--- src/rtl/muldiv_sequencer_if.sv ---
// Handshake bundle between a requester and the
// multi-cycle multiply/divide sequencer.
interface muldiv_sequencer_if #(
  parameter int W = 32
);
  logic         op_valid;
  logic [5:0]   op_func;
  logic [W-1:0] rs;
  logic [W-1:0] rt;
  logic         op_ready;
  logic         stall;
  logic         busy;
  logic [W-1:0] result;
  logic         result_valid;
  logic         div_by_zero;

  modport master (
    output op_valid, op_func, rs, rt,
    input  op_ready, stall, busy,
    input  result, result_valid, div_by_zero
  );

  modport slave (
    input  op_valid, op_func, rs, rt,
    output op_ready, stall, busy,
    output result, result_valid, div_by_zero
  );
endinterface

--- src/rtl/muldiv_sequencer.sv ---
// HI/LO owner running 1-bit/cycle shift-add multiply
// and restoring divide for the MULT/DIV/MFHI/MFLO group.
module muldiv_sequencer #(
  parameter int DATA_WIDTH = 32
) (
  input  logic clock,
  input  logic reset_n,
  muldiv_sequencer_if.slave bus
);
  localparam int W  = DATA_WIDTH;
  localparam int CW = $clog2(W);

  localparam logic [5:0] F_MULT  = 6'b011000;
  localparam logic [5:0] F_MULTU = 6'b011001;
  localparam logic [5:0] F_DIV   = 6'b011010;
  localparam logic [5:0] F_DIVU  = 6'b011011;
  localparam logic [5:0] F_MFHI  = 6'b010000;
  localparam logic [5:0] F_MFLO  = 6'b010010;

  typedef enum logic [1:0] {
    S_IDLE, S_RUN, S_FIX
  } state_t;

  state_t r_state;
  state_t w_next;

  logic [CW-1:0] r_cnt;
  logic          r_is_div;
  logic          r_neg_lo;
  logic          r_neg_hi;
  logic          r_dz;
  logic [W-1:0]  r_b;
  logic [W-1:0]  r_acc;
  logic [W-1:0]  r_q;
  logic [W-1:0]  r_hi;
  logic [W-1:0]  r_lo;
  logic [W-1:0]  r_result;
  logic          r_result_valid;
  logic          r_div_by_zero;

  logic          w_is_mul;
  logic          w_is_div;
  logic          w_signed;
  logic          w_is_mf;
  logic          w_mf_hi;
  logic          w_grp;
  logic          w_acc;
  logic          w_start;
  logic          w_mf;
  logic          w_a_neg;
  logic          w_b_neg;
  logic [W-1:0]  w_a_abs;
  logic [W-1:0]  w_b_abs;
  logic [W:0]    w_sum;
  logic [W:0]    w_rem;
  logic [W:0]    w_diff;
  logic [2*W-1:0] w_prod;
  logic [2*W-1:0] w_prod_fx;
  logic [W-1:0]  w_quo_fx;
  logic [W-1:0]  w_rem_fx;

  // funct decode
  always_comb begin
    w_is_mul = 1'b0;
    w_is_div = 1'b0;
    w_signed = 1'b0;
    w_is_mf  = 1'b0;
    w_mf_hi  = 1'b0;
    case (bus.op_func)
      F_MULT:  begin w_is_mul = 1'b1; w_signed = 1'b1; end
      F_MULTU: w_is_mul = 1'b1;
      F_DIV:   begin w_is_div = 1'b1; w_signed = 1'b1; end
      F_DIVU:  w_is_div = 1'b1;
      F_MFHI:  begin w_is_mf = 1'b1; w_mf_hi = 1'b1; end
      F_MFLO:  w_is_mf = 1'b1;
      default: ;
    endcase
  end

  // accept qualification and operand magnitudes
  always_comb begin
    w_grp   = w_is_mul | w_is_div | w_is_mf;
    w_acc   = bus.op_valid & w_grp & (r_state == S_IDLE);
    w_start = w_acc & (w_is_mul | w_is_div);
    w_mf    = w_acc & w_is_mf;
    w_a_neg = w_signed & bus.rs[W-1];
    w_b_neg = w_signed & bus.rt[W-1];
    w_a_abs = w_a_neg ? -bus.rs : bus.rs;
    w_b_abs = w_b_neg ? -bus.rt : bus.rt;
  end

  // one iteration step and the final sign fix-up
  always_comb begin
    w_sum     = {1'b0, r_acc} + (r_q[0] ? {1'b0, r_b} : '0);
    w_rem     = {r_acc, r_q[W-1]};
    w_diff    = w_rem - {1'b0, r_b};
    w_prod    = {r_acc, r_q};
    w_prod_fx = r_neg_lo ? -w_prod : w_prod;
    w_quo_fx  = r_neg_lo ? -r_q : r_q;
    w_rem_fx  = r_neg_hi ? -r_acc : r_acc;
  end

  // state register
  always_ff @(posedge clock or negedge reset_n) begin
    if (!reset_n) r_state <= S_IDLE;
    else          r_state <= w_next;
  end

  // next-state logic
  always_comb begin
    w_next = r_state;
    case (r_state)
      S_IDLE: if (w_start) w_next = S_RUN;
      S_RUN:  if (r_cnt == CW'(W-1)) w_next = S_FIX;
      S_FIX:  w_next = S_IDLE;
      default: w_next = S_IDLE;
    endcase
  end

  // status outputs
  always_comb begin
    bus.op_ready     = (r_state == S_IDLE);
    bus.busy         = (r_state != S_IDLE);
    bus.stall        = bus.op_valid & w_grp & (r_state != S_IDLE);
    bus.result       = r_result;
    bus.result_valid = r_result_valid;
    bus.div_by_zero  = r_div_by_zero;
  end

  // datapath: latch, iterate, commit HI/LO, serve MFHI/MFLO
  always_ff @(posedge clock or negedge reset_n) begin
    if (!reset_n) begin
      r_cnt          <= '0;
      r_is_div       <= 1'b0;
      r_neg_lo       <= 1'b0;
      r_neg_hi       <= 1'b0;
      r_dz           <= 1'b0;
      r_b            <= '0;
      r_acc          <= '0;
      r_q            <= '0;
      r_hi           <= '0;
      r_lo           <= '0;
      r_result       <= '0;
      r_result_valid <= 1'b0;
      r_div_by_zero  <= 1'b0;
    end else begin
      r_result_valid <= w_mf;
      r_div_by_zero  <= (r_state == S_FIX) & r_dz;
      if (w_mf) r_result <= w_mf_hi ? r_hi : r_lo;
      case (r_state)
        S_IDLE: if (w_start) begin
          r_cnt    <= '0;
          r_is_div <= w_is_div;
          r_neg_lo <= w_a_neg ^ w_b_neg;
          r_neg_hi <= w_a_neg;
          r_dz     <= w_is_div & (bus.rt == '0);
          r_b      <= w_b_abs;
          r_acc    <= '0;
          r_q      <= w_a_abs;
        end
        S_RUN: begin
          r_cnt <= r_cnt + CW'(1);
          if (r_is_div) begin
            if (!w_diff[W]) begin
              r_acc <= w_diff[W-1:0];
              r_q   <= {r_q[W-2:0], 1'b1};
            end else begin
              r_acc <= w_rem[W-1:0];
              r_q   <= {r_q[W-2:0], 1'b0};
            end
          end else begin
            {r_acc, r_q} <= {w_sum, r_q[W-1:1]};
          end
        end
        S_FIX: begin
          if (!r_is_div) begin
            {r_hi, r_lo} <= w_prod_fx;
          end else if (r_dz) begin
            r_hi <= w_rem_fx;
            r_lo <= '1;
          end else begin
            r_hi <= w_rem_fx;
            r_lo <= w_quo_fx;
          end
        end
        default: ;
      endcase
    end
  end
endmodule
--- src/flat_wrapper.sv ---
// flat-port wrapper written by rule: the top's interface ports become plain ports
module muldiv_sequencer_flat 
#(
  parameter int DATA_WIDTH = 32
)
  (clock, reset_n, bus_op_valid, bus_op_func, bus_rs, bus_rt, bus_op_ready, bus_stall, bus_busy, bus_result, bus_result_valid, bus_div_by_zero);
  muldiv_sequencer_if bus_i ();
  input  logic clock;
  input  logic reset_n;
  input wire logic [$bits(bus_i.op_valid)-1:0] bus_op_valid;
  input wire logic [$bits(bus_i.op_func)-1:0] bus_op_func;
  input wire logic [$bits(bus_i.rs)-1:0] bus_rs;
  input wire logic [$bits(bus_i.rt)-1:0] bus_rt;
  output wire logic [$bits(bus_i.op_ready)-1:0] bus_op_ready;
  output wire logic [$bits(bus_i.stall)-1:0] bus_stall;
  output wire logic [$bits(bus_i.busy)-1:0] bus_busy;
  output wire logic [$bits(bus_i.result)-1:0] bus_result;
  output wire logic [$bits(bus_i.result_valid)-1:0] bus_result_valid;
  output wire logic [$bits(bus_i.div_by_zero)-1:0] bus_div_by_zero;
  assign bus_i.op_valid = bus_op_valid;
  assign bus_i.op_func = bus_op_func;
  assign bus_i.rs = bus_rs;
  assign bus_i.rt = bus_rt;
  assign bus_op_ready = bus_i.op_ready;
  assign bus_stall = bus_i.stall;
  assign bus_busy = bus_i.busy;
  assign bus_result = bus_i.result;
  assign bus_result_valid = bus_i.result_valid;
  assign bus_div_by_zero = bus_i.div_by_zero;
  muldiv_sequencer #(.DATA_WIDTH(DATA_WIDTH)) u_core (.clock(clock), .reset_n(reset_n), .bus(bus_i));
endmodule
--- config.mk ---
export PLATFORM = sky130hd
export DESIGN_NAME = muldiv_sequencer_flat
export DESIGN_NICKNAME = d
export VERILOG_FILES = /design/src/rtl/muldiv_sequencer_if.sv /design/src/rtl/muldiv_sequencer.sv /design/src/flat_wrapper.sv
export SDC_FILE = /design/constraint.sdc
export NUM_CORES = 1
export LEC_CHECK = 0
export BUFFER_PORTS_ARGS = -buffer_cell sky130_fd_sc_hd__buf_2
export CAP_MARGIN = 20
export CORE_UTILIZATION = 30
export DETAILED_ROUTE_END_ITERATION = 8
export PLACE_DENSITY_LB_ADDON = 0.2
export SLEW_MARGIN = 20
export SYNTH_ARGS = -nofsm -noshare
export SYNTH_HDL_FRONTEND = slang
export SYNTH_SLANG_ARGS = --single-unit
--- constraint.sdc ---
create_clock -name clock -period 8.8 [get_ports clock]
set_input_delay 0.44 -clock clock [delete_from_list [all_inputs] [get_ports clock]]
set_output_delay 0.44 -clock clock [all_outputs]
set_load 0.01 [all_outputs]
* After elaboration in Yosys (flattened, before gate mapping)
Cells that the tools add are included.
W data, S select, Z words.
** Word-level totals
- Register bits :: 205
- Input port bits :: 73
- Output and inout port bits :: 37
- Logic and storage cells :: 84
** Operators by class
- Add/sub/neg operators :: 8
- Equal/unequal tests :: 11
- Multiplexer cells :: 28
- Bitwise gates (word level) :: 12
- Reduce and logical (&&, ||, !) cells :: 11
** Operators by type and width (count)
- $mux W32 :: 14
- $neg A32 Y32 :: 4
- $pmux W32 S2 :: 2
- $mux W64 :: 1
- $neg A64 Y64 :: 1
- $eq A6 B5 Y1 const B :: 6
- $add A32 B33 Y33 :: 1
- $sub A33 B32 Y33 :: 1
- $logic_not A32 Y1 :: 1
- $pmux W5 S2 :: 1
- $and A1 B1 Y1 :: 9
- $reduce_or A2 Y1 :: 4
- $mux W1 :: 6
- $reduce_and A2 Y1 :: 3
- $add A5 B1 Y5 const B :: 1
- $eq A5 B5 Y1 const B :: 1
- $mux W5 :: 1
- $mux W2 :: 2
- $ne A2 B1 Y1 const B :: 2
- $pmux W2 S2 :: 1
- $reduce_bool A2 Y1 :: 2
- $eq A2 B1 Y1 const B :: 1
- $eq A2 B2 Y1 const B :: 1
- $logic_not A2 Y1 :: 1
- other kinds (2) :: 3

* Logic depth before layout (Yosys ltp)
Gate-level depths: netlist (run 1).
- Depth in word-level cells :: 10
- Gate-level depth with buffers :: 15
- Gate-level depth less buffers :: 14

* Worst setup path before layout (run 1)
No wires, ideal clock.
- Path kind :: reg2reg
- Start point :: register u_core.r_q[0]
- End point :: register u_core.r_acc[26]
- Setup time :: 0.131 ns
- Arrival :: 3.329 ns
- Data required time :: 8.669 ns
- Slack :: 5.341 ns
- Stages on the path, launching flop included :: 15
- Buffers on the path :: 1
- Period minus slack after synthesis :: 3.459 ns
- Cells stage by stage :: dfrtp_1 > inv_1 > clkbuf_1 > nor2_1 > ha_1 > o211ai_1 > o21ai_0 > o2111ai_1 > a211oi_1 > nor2_1 > o311ai_0 > a31oi_1 > xnor2_1 > a221oi_1 > a21oi_1
** On the way
- Word-level cells in the longest chain between the ends :: 4
** RTL lines
- start, declared :: RTL line muldiv_sequencer.sv:34 : logic [W-1:0] r_q;
- start signal, assigned :: RTL line muldiv_sequencer.sv:159 : r_q <= w_a_abs;
- start signal, assigned :: RTL line muldiv_sequencer.sv:166 : r_q <= {r_q[W-2:0], 1'b1};
- start signal, assigned :: RTL line muldiv_sequencer.sv:169 : r_q <= {r_q[W-2:0], 1'b0};
- $mux W32 :: RTL line muldiv_sequencer.sv:94 : w_sum = {1'b0, r_acc} + (r_q[0] ? {1'b0, r_b} : '0);
- $add A32 B33 Y33 :: RTL line muldiv_sequencer.sv:94
- $mux W32 :: RTL line muldiv_sequencer.sv:163 : if (r_is_div) begin
- $pmux W32 S2 :: RTL line muldiv_sequencer.sv:150 : case (r_state)
- end signal, assigned :: RTL line muldiv_sequencer.sv:165 : r_acc <= w_diff[W-1:0];
- end signal, assigned :: RTL line muldiv_sequencer.sv:168 : r_acc <= w_rem[W-1:0];
- end signal, assigned :: RTL line muldiv_sequencer.sv:172 : {r_acc, r_q} <= {w_sum, r_q[W-1:1]};
- end, declared :: RTL line muldiv_sequencer.sv:33 : logic [W-1:0] r_acc;
No other way between the ends.
A chain may end at the register's enable or synchronous reset.

* Worst setup path after layout (run 1)
- Start point :: register u_core.r_q[0]
- End point :: register u_core.r_acc[30]
Same word-level chain as after synthesis.

==> out/results.tsv, run 1 <==
metric	value	unit
Fmax	0.233	GHz
H-tree depth	1	
post-CTS setup buffer count	0	
Yosys cell types	69	
worst-skew pair later-pin latency	560	ps
Buffers on Ports	109	
initial antenna violation count	1	
Via density	5.19	
leading area contributor after synthesis	dfrtp_1	
Initial DRC Count	922	
Mapped Area	15000	um^2
WHS Path Cells	3	
share of post-route cells with drive strength above 1	10.4	%
Wirelength per Cell	18.4	um
Die Wd	226	um
hold_ws	193	ps
Power Dens Cells	319	nW/um^2
vias in the first global route	12800	
arrival time of the worst setup path	4770	ps
total power	5.45	mW
kind of critical path	register to register	
final count of pins violating max slew	0	
drc violations	0	
ys async rst share	100	%
VDD IR-drop max	0.000161	V
routability cong.	0.861	
CP Launch Type	register	
dpl cells	2498	
status	completed	
hold path start	bus_rt[20]	
FF-to-FF Start	u_core.r_q[0]	
synth warn	0	
Final nets	2009	
most frequent cell after synthesis	dfrtp_1	
TritonCTS Sinks	205	
slew at the pin closest to its max-slew limit	1090	ps
synthesized instance count	1809	
DP HPWL	34.9	mm
Area Growth Syn to Fin	13.9	%
area occupied by multi-input gates	9360	um^2
average cell area after synthesis	8.30	um^2
gr ovfl total	0	
Max Cap Viol	0	
DR vias	13200	
reg2reg end	u_core.r_acc[30]	
CP endpoint kind	register	
P_leak	7.57	nW
crit path time final	4300	ps
Post-synth EDFFs	0	
GRT Util Overall	18.3	%
final clock period utilization by the worst path	48.8	%
total routed wirelength	46.8	mm
diode count	0	
setup TNS	0	ps
top cells by area, synth	dfrtp_1 34%, o21ai_0 6.5%, mux2i_1 6.0%, ha_1 5.8%, xor2_1 5.4%	
Worst-path clk slew	60	ps
RSZ-0062 raised after global routing	no	
worst min-delay path category	input pin to register	
std cell rows	81	
Starting Density	30.6	%
Initial DRT Pass Iterations	5	
Final ANT Viol Nets	0	
Worst slew margin	26.1	%
first-pass GRT wire length	73.4	mm
Synthesized Nets	1954	
clock root buffer	clkbuf_16	
Setup-failing EPs final	0	
top_reg_cell synth	dfrtp_1	
Critical Path RT	9270	ps
DIE AREA	51000	um^2
R2R setup slack	4500	ps
commonest cells in the synthesized netlist	205 x dfrtp_1, 199 x nand2_1, 196 x o21ai_0, 169 x nor2_1, 161 x a21oi_1	
CTS Buf Count	26	
worst reg2reg path depth	13	
FILL cells	5146	
clk_skew	8.90	ps
die height	226	um
Yosys reg bits	205	
Bufs on Longest Clock Path	3	
pin count of the biggest net entering global routing	85	
sequential share of the synthesized area	34.2	%
CORE AREA	49200	um^2
Final Hold Violating Endpoints	0	
I/O pin count	110	
Finished Layout Cells	2545	
FF+latch area	5130	um^2
share of the synthesized area in the top cell type	34.2	%
CTS tree	yes	
Hold EP	u_core.r_b[20]	
maximum fanout along the worst path	13	
[per-layer routing]
| layer | vias to the layer above | GRT usage [%] | share of wire (%) |
|---|---|---|---|
| li1 | 6561 | - | - |
| met1 | 6350 | 25.1 | 47 |
| met2 | 257 | 30.7 | 47 |
| met3 | 46 | 2.00 | 4.0 |
| met4 | 0 | 4.04 | 1.8 |
| met5 | - | 0 | 0 |
[flip-flops by register name (all words and copies together), names as in the netlist]
name / count
u_core.r_q: 32
u_core.r_state: 2
u_core.bus.result_valid: 1
u_core.bus.div_by_zero: 1
u_core.r_is_div: 1
u_core.r_hi: 32
u_core.bus.result: 32
u_core.r_lo: 32
u_core.r_cnt: 5
u_core.r_neg_hi: 1
u_core.r_dz: 1
u_core.r_b: 32
u_core.r_neg_lo: 1
u_core.r_acc: 32
[cell families after synthesis]
kind of cell	share of synthesized area [%]
compound gates	22.7
simple gates	16.9
flops	34.2
xor+xnor	9.86
buf+inv	4.05
mux	6.30
fa+ha+maj	6.10
[worst max path at each step]
stage                             to      startpoint
floorplan           u_core.r_acc[26]   u_core.r_q[0]
global placement    u_core.r_acc[10]  u_core.r_q[31]
detailed placement  u_core.r_acc[30]   u_core.r_q[0]
CTS                 u_core.r_acc[30]   u_core.r_q[0]
global route        u_core.r_acc[30]   u_core.r_q[0]
finish              u_core.r_acc[30]   u_core.r_q[0]
[critical path: stages, from the launching register on]
cell       delay [ps]
dfrtp_1           460
inv_1             400
nor2_1            110
ha_1              370
o211ai_1          110
o21ai_0           400
o2111ai_1         240
a211oi_1          260
nor2_1            120
o311ai_0          940
a41oi_1           280
xnor2_1           190
o21ai_0            90
a22oi_1           230
[repair_timing]
item                                    in CTS  in global routing
hold endpoints to repair                    60                  0
endpoints found under the setup margin       0                  0
gates resized for setup                      0                  0
hold buffers                                 1                  0
[cells in the final DEF, fill, tap and decap left out, types with 7 or more instances in the layout]
master     instances
buf_4             11
nor3_1            31
clkbuf_16         26
a21oi_1          159
buf_2            108
dfrtp_1          204
o21ai_0          196
inv_1             62
and3_1             7
o21a_1            10
nand2_1          197
ha_1              70
mux2i_1           90
a211oi_1          40
a22oi_1           20
o41ai_1           14
a31oi_1           12
nor2_1           168
nand2b_1          12
or3_1             17
or4_1             11
o21bai_1           8
and2_1            12
xor2_1            93
nand3_1           25
o31ai_1           24
nor2b_1           16
xnor2_1           76
a21o_1            35
[cell type report]
type                    count  share of cell area [%]
well taps                 664                    4.86
flip-flops and latches    205                    30.0
inverters                  62                    1.36
multi-input cells        1447                    54.7
repair buffers            122                    3.94
clock buffers              31                    4.15
clock inverters            14                    1.01
[stage by stage]
stage,utilization [%],setup WS (ps),instance area [um^2]
5_1_grt,34.8,4100,17100
4_1_cts,34.7,4460,17100
2_1_floorplan,-,5340,15000
3_3_place_gp,32.9,4630,16200
6_report,34.8,4500,17100
3_5_place_dp,32.9,4480,16200
[power breakdown]
part | switching (mW) | internal [mW]
combinational | 1.67 | 1.15
clock | 0.448 | 0.662
sequential | 0.383 | 1.13
Power figures use the tool's default switching activity.
==> run 2: changes to the inputs <==
- clock period: 8.8 -> 3.6 ns (I/O delays scaled with it)
==> run 2 against run 1 <==
  * Utilization up 1.9 points
  * Critical path depth down 4
  * Wire length up 1.4%
  * Clock skew grew 9.3 ps
  * Cell count up 4.4%
  * Clock power increased by 130%
  * Critical endpoint is now u_core.r_hi[25]
  * Highest routed layer unchanged
==> out/results.tsv, run 2 (same netlist as run 1, synthesis figures left out) <==
metric	value	unit	change
status	completed		
Initial DRT Pass Iterations	5		unchanged
initial antenna violation count	1		unchanged
std cell rows	81		unchanged
Area Growth Syn to Fin	20.1	%	
arrival time of the worst setup path	3870	ps	-900 ps
clock root buffer	clkbuf_16		
Finished Layout Cells	2658		+4.4%
FILL cells	5121		-0.49%
hold_ws	37.6	ps	-155 ps
Final Hold Violating Endpoints	0		unchanged
Bufs on Longest Clock Path	3		unchanged
VDD IR-drop max	0.000519	V	+220%
P_leak	8.07	nW	+6.6%
Wirelength per Cell	17.8	um	-3.0%
commonest non-fill, non-tap cells in the layout	204 x dfrtp_1, 197 x nand2_1, 195 x o21ai_0		
CORE AREA	49200	um^2	unchanged
Final nets	2119		+5.5%
FF-to-FF Start	u_core.r_q[12]		
crit path to	u_core.r_hi[25]		
WL met2	22.1	mm	+0.69%
Starting Density	30.6	%	unchanged
GRT Util Overall	18.7	%	+0.43 points
Final ANT Viol Nets	0		unchanged
DIE AREA	51000	um^2	unchanged
dpl cells	2577		+3.2%
WHS Path Cells	4		+1
FF+latch area	5130	um^2	unchanged
CP endpoint kind	register		
CP Launch Type	register		
Setup-failing EPs final	0		unchanged
final clock period utilization by the worst path	95.7	%	+47 points
Die Wd	226	um	unchanged
Power Dens Cells	770	nW/um^2	+140%
slew at the pin closest to its max-slew limit	1130	ps	+32.7 ps
Via density	5.14		-1.0%
Buffers on Ports	109		unchanged
WL met3	1.81	mm	-3.0%
I/O pin count	110		unchanged
Critical Path RT	4020	ps	-5250 ps
Critical path origin	u_core.r_q[12]		
worst reg2reg path depth	9		-4
vias in the first global route	13600		+6.3%
Fmax	0.290	GHz	+25%
worst-skew pair later-pin latency	560	ps	about the same
Worst slew margin	24.8	%	-1.3 points
commonest non-fill, non-tap cell in the layout	dfrtp_1		
Worst-path clk slew	60	ps	about the same
total routed wirelength	47.4	mm	+1.4%
DP HPWL	36.1	mm	+3.4%
clk_skew	18.2	ps	+9.28 ps
first-pass GRT wire length	75.7	mm	+3.1%
H-tree depth	1		unchanged
CTS tree	yes		
top layer in use	met4		
DR vias	13700		+3.4%
maximum fanout along the worst path	7		-6
TritonCTS Sinks	205		unchanged
worst min-delay path category	input pin to register		
pin count of the biggest net entering global routing	81		-4.7%
diode count	0		unchanged
Post-Route M1 WL	22.6	mm	+2.0%
gr ovfl total	0		unchanged
Setup WS pre-CTS	-0.901	ps	-4480 ps
Max Cap Viol	0		unchanged
total power	13.9	mW	+150%
R2R setup slack	150	ps	-4350 ps
kind of critical path	register to register		
reg2reg end	u_core.r_hi[25]		
Layout Utilization	36.7	%	+1.9 points
share of post-route cells with drive strength above 1	14.1	%	+3.7 points
final count of pins violating max slew	0		unchanged
crit path time final	3450	ps	-852 ps
area occupied by multi-input gates	9380	um^2	+0.28%
Initial DRC Count	989		+7.3%
die height	226	um	unchanged
CTS Buf Count	26		unchanged
setup ws final	153	ps	-4350 ps
drc violations	0		unchanged
routability cong.	0.916		+6.5%
## run 2: cell count changes in the layout (fill, tap and decap cells not counted), moves of 2 or more
| cell | delta |
|---|---|
| clkinv_4 | -2 |
| a21oi_2 | +5 |
| buf_12 | +3 |
| o311ai_0 | -2 |
| buf_4 | +75 |
| dlygate4sd3_1 | +31 |
| clkbuf_1 | +5 |
| a21oi_1 | -4 |
| buf_6 | +2 |
| o311ai_1 | +2 |
## run 2: cell type report
type                            count  share of cell area (%)
Multi-Input combinational cell   1447                    52.0
Sequential cell                   205                    28.5
Timing Repair Buffer              232                    8.89
Tap cell                          664                    4.61
Clock buffer                       35                    3.96
Inverter                           62                    1.29
Clock inverter                     13                   0.770
## run 2: worst min path at each step
| stage | startpoint | to |
|---|---|---|
| 2_1_floorplan | reset_n | u_core.bus.div_by_zero |
| 3_3_place_gp | reset_n | u_core.bus.result[6] |
| 3_5_place_dp | reset_n | u_core.bus.result[12] |
| 4_1_cts | bus_rs[31] | u_core.r_neg_lo |
| 5_1_grt | bus_rt[31] | u_core.r_b[31] |
| 6_report | bus_rs[31] | u_core.r_neg_lo |
## run 2: worst max-delay path: stages (launching register included)
cell	delay [ps]
dfrtp_1	450
or4_4	550
or3_4	380
nor4_4	220
nand4_2	200
or3_1	550
and2_4	270
o41ai_2	350
xor2_1	260
o21ai_1	80
## run 2: power breakdown
group	switching [mW]	leakage [nW]	internal, mW
Sequential	0.546	2.52	2.78
Combinational	4.60	5.13	3.37
Clock	1.06	0.417	1.54
## run 2: layer usage
layer	GRT usage, %	vias up
met3	2.33	54
met2	31.0	283
met5	0	-
met4	4.06	0
met1	25.9	6532
li1	-	6792
## run 2: what timing repair did
item	in CTS	in global routing
hold buffers	32	0
endpoints found under the hold margin	103	0
pin swaps	0	6
gates cloned	0	0
resized for setup	2	11
setup buffers	0	1
setup endpoints to repair	2	17
## run 2: stage by stage
step | cell area, um^2 | TNS (ps)
after global routing | 18000 | -10.5
after floorplan | 15000 | 0
after global placement | 16800 | 0
after detailed placement | 16800 | -0.901
after CTS | 18000 | 0
final | 18000 | 0
